$ cat src/rtl/axi_lite_reg_write_ctrl.sv
// AXI4-Lite write slave: captures AW/W in any order, byte-merges WSTRB lanes with the
// addressed register's current value, pulses one load strobe, then returns B.
module axi_lite_reg_write_ctrl #(
  parameter int DATA_WIDTH = 32,
  parameter int ADDR_WIDTH = 8,
  parameter int NUM_REGS   = 16,
  parameter int IDX_W      = $clog2(NUM_REGS)
) (
  input  logic                    clk,
  input  logic                    reset,
  input  logic [ADDR_WIDTH-1:0]   s_axi_awaddr,
  input  logic                    s_axi_awvalid,
  output logic                    s_axi_awready,
  input  logic [DATA_WIDTH-1:0]   s_axi_wdata,
  input  logic [DATA_WIDTH/8-1:0] s_axi_wstrb,
  input  logic                    s_axi_wvalid,
  output logic                    s_axi_wready,
  output logic [1:0]              s_axi_bresp,
  output logic                    s_axi_bvalid,
  input  logic                    s_axi_bready,
  output logic [IDX_W-1:0]        reg_idx,
  input  logic [DATA_WIDTH-1:0]   reg_q,
  output logic [NUM_REGS-1:0]     reg_load,
  output logic [DATA_WIDTH-1:0]   reg_wdata
);

  localparam int STRB_W = DATA_WIDTH / 8;
  localparam int WIDX_W = ADDR_WIDTH - 2;

  typedef enum logic [1:0] {IDLE, WRITE, RESP} state_t;

  state_t              state_q, state_d;
  logic                aw_held_q, aw_held_d;
  logic                w_held_q, w_held_d;
  logic                awready_q, awready_d;
  logic                wready_q, wready_d;
  logic                bvalid_q, bvalid_d;
  logic [1:0]          bresp_q, bresp_d;
  logic [WIDX_W-1:0]   widx_q;
  logic [DATA_WIDTH-1:0] wdata_q;
  logic [STRB_W-1:0]   wstrb_q;

  logic aw_hs, w_hs, in_range;

  function automatic logic [DATA_WIDTH-1:0] merge_bytes(
    input logic [DATA_WIDTH-1:0] new_d,
    input logic [DATA_WIDTH-1:0] old_d,
    input logic [STRB_W-1:0]     strb
  );
    logic [DATA_WIDTH-1:0] r;
    for (int b = 0; b < STRB_W; b++) begin
      r[8*b +: 8] = strb[b] ? new_d[8*b +: 8] : old_d[8*b +: 8];
    end
    return r;
  endfunction

  assign aw_hs    = s_axi_awvalid & awready_q;
  assign w_hs     = s_axi_wvalid & wready_q;
  // Full word index is kept so addresses beyond the bank are detected, not aliased.
  assign in_range = 32'(widx_q) < 32'(NUM_REGS);

  always_comb begin
    state_d   = state_q;
    aw_held_d = aw_held_q;
    w_held_d  = w_held_q;
    awready_d = 1'b0;
    wready_d  = 1'b0;
    bvalid_d  = bvalid_q;
    bresp_d   = bresp_q;
    unique case (state_q)
      IDLE: begin
        aw_held_d = aw_held_q | aw_hs;
        w_held_d  = w_held_q | w_hs;
        if (aw_held_d && w_held_d) begin
          state_d = WRITE;
        end else begin
          awready_d = ~aw_held_d;
          wready_d  = ~w_held_d;
        end
      end
      WRITE: begin
        state_d  = RESP;
        bvalid_d = 1'b1;
        bresp_d  = in_range ? 2'b00 : 2'b10;
      end
      RESP: begin
        if (s_axi_bready) begin
          state_d   = IDLE;
          bvalid_d  = 1'b0;
          aw_held_d = 1'b0;
          w_held_d  = 1'b0;
          awready_d = 1'b1;
          wready_d  = 1'b1;
        end
      end
      default: state_d = IDLE;
    endcase
  end

  always_ff @(posedge clk or posedge reset) begin
    if (reset) begin
      state_q   <= IDLE;
      aw_held_q <= 1'b0;
      w_held_q  <= 1'b0;
      awready_q <= 1'b0;
      wready_q  <= 1'b0;
      bvalid_q  <= 1'b0;
      bresp_q   <= 2'b00;
      widx_q    <= '0;
    end else begin
      state_q   <= state_d;
      aw_held_q <= aw_held_d;
      w_held_q  <= w_held_d;
      awready_q <= awready_d;
      wready_q  <= wready_d;
      bvalid_q  <= bvalid_d;
      bresp_q   <= bresp_d;
      if (aw_hs) widx_q <= s_axi_awaddr[ADDR_WIDTH-1:2];
    end
  end

  // Write payload needs no reset: it is only consumed after a fresh W handshake.
  always_ff @(posedge clk) begin
    if (w_hs) begin
      wdata_q <= s_axi_wdata;
      wstrb_q <= s_axi_wstrb;
    end
  end

  always_comb begin
    reg_load  = '0;
    reg_wdata = '0;
    if (state_q == WRITE) begin
      reg_wdata = merge_bytes(wdata_q, reg_q, wstrb_q);
      if (in_range) reg_load[widx_q[IDX_W-1:0]] = 1'b1;
    end
  end

  assign reg_idx       = widx_q[IDX_W-1:0];
  assign s_axi_awready = awready_q;
  assign s_axi_wready  = wready_q;
  assign s_axi_bvalid  = bvalid_q;
  assign s_axi_bresp   = bresp_q;

endmodule

$ cat config.mk
export PLATFORM = sky130hd
export DESIGN_NAME = axi_lite_reg_write_ctrl
export DESIGN_NICKNAME = d
export VERILOG_FILES = /design/src/rtl/axi_lite_reg_write_ctrl.sv
export SDC_FILE = /design/constraint.sdc
export NUM_CORES = 1
export LEC_CHECK = 0
export CAP_MARGIN = 20
export CORE_ASPECT_RATIO = 1.75
export CORE_MARGIN = 2
export CORE_UTILIZATION = 41
export DETAILED_ROUTE_END_ITERATION = 8
export PLACE_DENSITY_LB_ADDON = 0.15
export SKIP_CTS_REPAIR_TIMING = 1
export SKIP_LAST_GASP = 1
export SYNTH_ARGS = -nofsm -noshare
export SYNTH_HDL_FRONTEND = slang
export SYNTH_SLANG_ARGS = --single-unit
$ cat constraint.sdc
create_clock -name clk -period 2.6 [get_ports clk]
set_input_delay 0.39 -clock clk [delete_from_list [all_inputs] [get_ports clk]]
set_output_delay 0.39 -clock clk [all_outputs]
set_load 0.02 [all_outputs]
==> results.tsv, run 1 <==
metric	value	unit
CP endpoint kind	output port	
status	completed	
pre-CTS WS	0.229	ns
P_leak	1.71	nW
largest net degree at the start of global routing	34	
Ys Warns	0	
register area	1430	µm²
core box area	5540	µm²
cell accounting for the most synthesized area	edfxtp_1	
Final Setup Violations	0	
share of the synthesized area in the top cell type	0.463	
cell with the most instances after synthesis	edfxtp_1	
GR Overflow Total	0	
detailed placement HPWL	4590	µm
Power, Total	3.28	mW
Synth Cell Area	2340	µm²
via count	1894	
Starting Density	0.422	
Post-synth EDFFs	36	
vias per inst	4.87	
clk slew on worst S/H paths	0.10	ns
asr flop ratio synth	0.280	
DRC violations left	0	
Post-Synthesis Cells	184	
Final Worst Setup Slack	0.106	ns
Rows	36	
# diodes	0	
top post-synthesis cells by area	edfxtp_1, dfrtp_1, mux2i_1, nor2_1, mux2_2	
Worst Tran Pin Value	0.533	ns
Top Ports	138	
placer congestion estimate	0.761	
crit-path max FO	17	
worst hold slack	0.394	ns
Die H	104	µm
clock skew	0.0116	ns
routed wire length	6010	µm
fin crit period	2.49	ns
CP Data Arrival Time	2.10	ns
Port Buffer Count	134	
Design Area, Final	3880	µm²
r2r setup slk	1.31	ns
initial antenna violation count	0	
fin crit share	0.959	
fill count	408	
Post-synth top cells	edfxtp_1, nor2_1, mux2i_1	
VDD IR max	0.000694	V
Fmax	401	MHz
first-pass GRT wire length	9050	µm
pwr/cell area	844	nW/µm²
Post-synth top flop	edfxtp_1	
R2R depth	2	
FF-to-FF Start	widx_q[5]$_DFFE_PP0P_	
Slowest-stage cell, CP	or4b_4	
instance count on the critical path	3	
crit-path leading delay family	simple AND/OR/NAND/NOR gates	
Max Cap Viol	0	
CTS tree	built	
synthesized flop and latch total	50	
crit-path cells	or4b_4 -> nor2_1 -> clkdlybuf4s50_1	
critical path type	register to output port	
Rel. slew slack	0.644	
root buffer cell	clkbuf_8	
CP Launch Point	widx_q[5]$_DFFE_PP0P_	
hold crit path type	primary input to asynchronous set/reset pin	
layout cell share with drive strength beyond 1	0.0671	
Seq/Total Area, Yosys	0.612	
initial drt markers	56	
syn_nets	265	
Crit path required time	2.21	ns
Inserted Clock Buffers	5	
area grow syn2layout	66.2	%
DR WL/cell	15.5	µm
fin cells	389	
# nets final	393	
clock sink total	50	
final slew viol count	0	
# H-tree levels	2	
Routed Antenna Nets	0	
final hold viol count	0	
RSZ-0062 raised after global routing	no	
placed cell areas	3710	µm²
synth unique cells	26	
end point of the critical path	reg_load[0]	
crit-path max cell delay	0.65	ns
Buf/Inv on CP	1	
GRT Overall Usage	0.193	
die footprint	6340	µm²
DRT Pass-1 Iters	4	
clk_lat worst skew	0.32	ns
vias in the first global route	1940	
r2r endpoint	s_axi_bresp[1]$_DFFE_PP0P_	
Die X	61.1	µm
area of the multi-input gates	791	µm²
CP startpoint kind	register	
syn_area_per_cell	12.7	µm²
maximum buffer depth of the clock tree	2	
Placed Instances	381	
where the power goes:
| group | internal, mW | switching [mW] |
|---|---|---|
| logic | 0.694 | 0.705 |
| registers | 1.06 | 0.163 |
| clock network | 0.385 | 0.269 |
state kept, by name (all words and copies together), names as in the netlist:
name and count:
wstrb_q 4, aw_held_q 1, s_axi_bvalid 1, s_axi_bresp 1, s_axi_awready 1, widx_q 6
s_axi_wready 1, state_q 2, wdata_q 32, w_held_q 1
per-stage QoR:
stage / utilization / TNS (ns)
2_1_floorplan: - / 0
3_5_place_dp: 0.669 / 0
6_report: 0.701 / 0
3_3_place_gp: 0.669 / 0
5_1_grt: 0.701 / 0
4_1_cts: 0.694 / -0.635
final cells by class:
| class | instances | area share |
|---|---|---|
| clock inverter | 3 | 0.0177 |
| timing repair buffer | 138 | 0.366 |
| clock buffer | 5 | 0.0177 |
| inverter | 2 | 0.00193 |
| tap | 76 | 0.0245 |
| multi-input combinational | 115 | 0.204 |
| sequential | 50 | 0.369 |
kinds of logic (layout without fill, tap and decap cells):
kind of cell / after synthesis / in the layout / synth area share
buffers and inverters: 19 / 148 / 0.0498
AOI/OAI and AO/OA: 10 / 10 / 0.0343
muxes: 38 / 38 / 0.166
other: 1 / 1 / 0.00160
and+or+nand+nor: 66 / 66 / 0.136
DFF: 50 / 50 / 0.612
worst min-delay path by stage:
stage                                    start                    endpoint  slack, ns  cells after the start
floorplan                                reset       aw_held_q$_DFFE_PP0P_       0.28                      1
global placement      s_axi_bvalid$_DFFE_PP0P_    s_axi_bvalid$_DFFE_PP0P_       0.48                      1
detailed placement  s_axi_bresp[1]$_DFFE_PP0P_  s_axi_bresp[1]$_DFFE_PP0P_       0.48                      1
CTS                                      reset    s_axi_bvalid$_DFFE_PP0P_       0.40                      2
global route                             reset    s_axi_bvalid$_DFFE_PP0P_       0.47                      2
finish                                   reset    s_axi_bvalid$_DFFE_PP0P_       0.39                      2
layout by cell type, fill, tap and decap left out, types with 3 or more instances in the layout:
cell type,Yosys,final
clkdlybuf4s50_1,0,119
edfxtp_1,36,36
nor2_1,34,34
mux2i_1,32,32
dlymetal6s2s_1,0,15
dfrtp_1,14,14
nor3_1,9,9
nand2b_1,7,7
mux2_2,6,6
nor4_1,6,6
clkbuf_8,0,5
nor2b_1,3,3
nand2_1,3,3
buf_4,5,3
metal layers:
layer  up-vias  global-route usage  share of wire
met4         0              0.0792          0.026
met2       105               0.340           0.52
met5         -                   0              0
met1       870               0.188           0.35
met3        13              0.0734           0.11
li1        906                   -              -
Note: power is estimated with default switching activity, not from simulation.
==> run 2, diff against run 1 <==
--- a/config.mk
+++ b/config.mk
@@ -6,9 +6,11 @@
 export NUM_CORES = 1
 export LEC_CHECK = 0
 export CAP_MARGIN = 20
+export CELL_PAD_IN_SITES_DETAIL_PLACEMENT = 1
+export CELL_PAD_IN_SITES_GLOBAL_PLACEMENT = 1
 export CORE_ASPECT_RATIO = 1.75
 export CORE_MARGIN = 2
-export CORE_UTILIZATION = 41
+export CORE_UTILIZATION = 30
 export DETAILED_ROUTE_END_ITERATION = 8
 export PLACE_DENSITY_LB_ADDON = 0.15
 export SKIP_CTS_REPAIR_TIMING = 1
==> run 2 against run 1 <==
  * Critical path depth did not move
  * Final cell count rose by 3.1%
  * Sequential power about the same
  * Via count increased by 1.1%
  * Sequential share of layout area down 0.43 points
  * Non-clock buffer count unchanged
  * Sequential cell count did not move
  * Critical path type unchanged
==> results.tsv, run 2 (synthesis results as in run 1) <==
metric	value	unit	change
layout cell share with drive strength beyond 1	0.0671		unchanged
RSZ-0062 raised after global routing	no		
GRT Overall Usage	0.167		-0.0259
largest reg by FF count	wdata_q		
detailed placement HPWL	5340	µm	+16%
setup tns final	0	ns	unchanged
initial drt markers	81		+45%
most frequent cells in the layout	clkdlybuf4s50_1, edfxtp_1, nor2_1		
clock sink total	50		unchanged
largest registers	wdata_q (32), widx_q (6), wstrb_q (4)		
Die H	121	µm	+16%
status	completed		
GR Overflow Total	0		unchanged
Final Setup Violations	0		unchanged
DRT Pass-1 Iters	4		unchanged
final hold viol count	0		unchanged
Starting Density	0.309		-0.113
critical path type	register to output port		
fin crit period	2.49	ns	-0.000644 ns
crit-path max FO	17		unchanged
crit-path max cell delay	0.66	ns	about the same
# H-tree levels	2		unchanged
Worst Tran Pin Value	0.524	ns	-0.00900 ns
# nets final	393		unchanged
crit-path leading delay family	simple AND/OR/NAND/NOR gates		
most common cell after layout, fill and taps aside	clkdlybuf4s50_1		
fill count	800		+96%
r2r setup slk	1.29	ns	-0.02 ns
hold crit path type	primary input to asynchronous set/reset pin		
die footprint	8540	µm²	+35%
final slew viol count	0		unchanged
core box area	7570	µm²	+37%
area grow syn2layout	68.1	%	
R2R depth	2		unchanged
initial antenna violation count	0		unchanged
max reg flops	32		unchanged
fin crit share	0.959		about the same
DRC violations left	0		unchanged
Top Ports	138		unchanged
pwr/cell area	863	nW/µm²	+2.2%
VDD IR max	0.000726	V	+4.5%
clock skew	0.00602	ns	-0.00556 ns
vias in the first global route	2066		+6.5%
Final Worst Setup Slack	0.107	ns	+0.000644 ns
pre-CTS WS	0.247	ns	+0.0183 ns
largest net degree at the start of global routing	33		-2.9%
Inserted Clock Buffers	5		unchanged
Placed Instances	393		+3.1%
Max Used Layer	met4		
FF-to-FF Start	widx_q[5]$_DFFE_PP0P_		
Rel. slew slack	0.650		+0.00601
Routed Antenna Nets	0		unchanged
Die X	70.7	µm	+16%
# diodes	0		unchanged
vias per inst	4.77		-2.0%
Rows	42		+17%
end point of the critical path	reg_load[0]		
r2r endpoint	s_axi_bresp[1]$_DFFE_PP0P_		
crit-path cells	or4b_4 -> nor2_1 -> clkdlybuf4s50_1		
via count	1914		+1.1%
CP endpoint kind	output port		
WL met1	2250	µm	+8.0%
instance count on the critical path	3		unchanged
Crit path required time	2.21	ns	about the same
first-pass GRT wire length	11000	µm	+21%
met3 WL	543	µm	-16%
clk_lat worst skew	0.29	ns	-0.03 ns
Port Buffer Count	134		unchanged
CP Data Arrival Time	2.10	ns	about the same
fin cells	401		+3.1%
CTS tree	built		
Buf/Inv on CP	1		unchanged
P_leak	1.73	nW	+0.93%
DR WL met2	3930	µm	+26%
Slowest-stage cell, CP	or4b_4		
Fmax	401	MHz	about the same
CP Launch Point	widx_q[5]$_DFFE_PP0P_		
root buffer cell	clkbuf_16		
Max Cap Viol	0		unchanged
CP startpoint kind	register		
clk slew on worst S/H paths	0.07	ns	-0.03 ns
routed wire length	6780	µm	+13%
placer congestion estimate	0.709		-6.8%
DR WL/cell	16.9	µm	+9.4%
maximum buffer depth of the clock tree	2		unchanged
## run 2: cell types whose count changed in the layout (fill, tap and decap cells not counted), sizes merged
cell / before / now
inv: 2 / 3
bufinv: 2 / 1
## run 2: worst min path at each step
stage / startpoint / endpoint / slack [ns] / depth (start not counted)
floorplan: reset / aw_held_q$_DFFE_PP0P_ / 0.28 / 1
global placement: widx_q[5]$_DFFE_PP0P_ / widx_q[5]$_DFFE_PP0P_ / 0.49 / 1
detailed placement: s_axi_bvalid$_DFFE_PP0P_ / s_axi_bvalid$_DFFE_PP0P_ / 0.48 / 1
CTS: reset / w_held_q$_DFFE_PP0P_ / 0.44 / 2
global route: reset / w_held_q$_DFFE_PP0P_ / 0.51 / 2
finish: reset / w_held_q$_DFFE_PP0P_ / 0.43 / 2
## run 2: area by class of cell
cell class                      instances  area (µm²)  area share
Sequential cell                        50        1430       0.364
Timing Repair Buffer                  138        1420       0.362
Tap cell                               88         110      0.0280
Clock inverter                          3        43.8      0.0111
Clock buffer                            5         125      0.0318
Inverter                                2        7.51     0.00191
Multi-Input combinational cell        115         791       0.201
## run 2: per-layer routing
metal / track usage / vias up
li1: - / 910
met1: 0.164 / 910
met2: 0.322 / 89
met3: 0.0517 / 5
met4: 0.0519 / 0
met5: 0 / -
## run 2: per-stage QoR
stage	power (mW)	area, µm²	hold slack [ns]	utilization
finish	3.39	3930	0.429	0.519
global route	3.58	3930	0.510	0.519
CTS	3.45	3890	0.443	0.514
detailed placement	2.69	3720	0.484	0.492
global placement	2.67	3720	0.495	0.492
floorplan	2.04	2340	0.279	-
## run 2: power breakdown
group / switching (mW) / internal (mW) / total, mW
Combinational: 0.718 / 0.694 / 1.41
Clock: 0.287 / 0.456 / 0.742
Sequential: 0.174 / 1.06 / 1.24
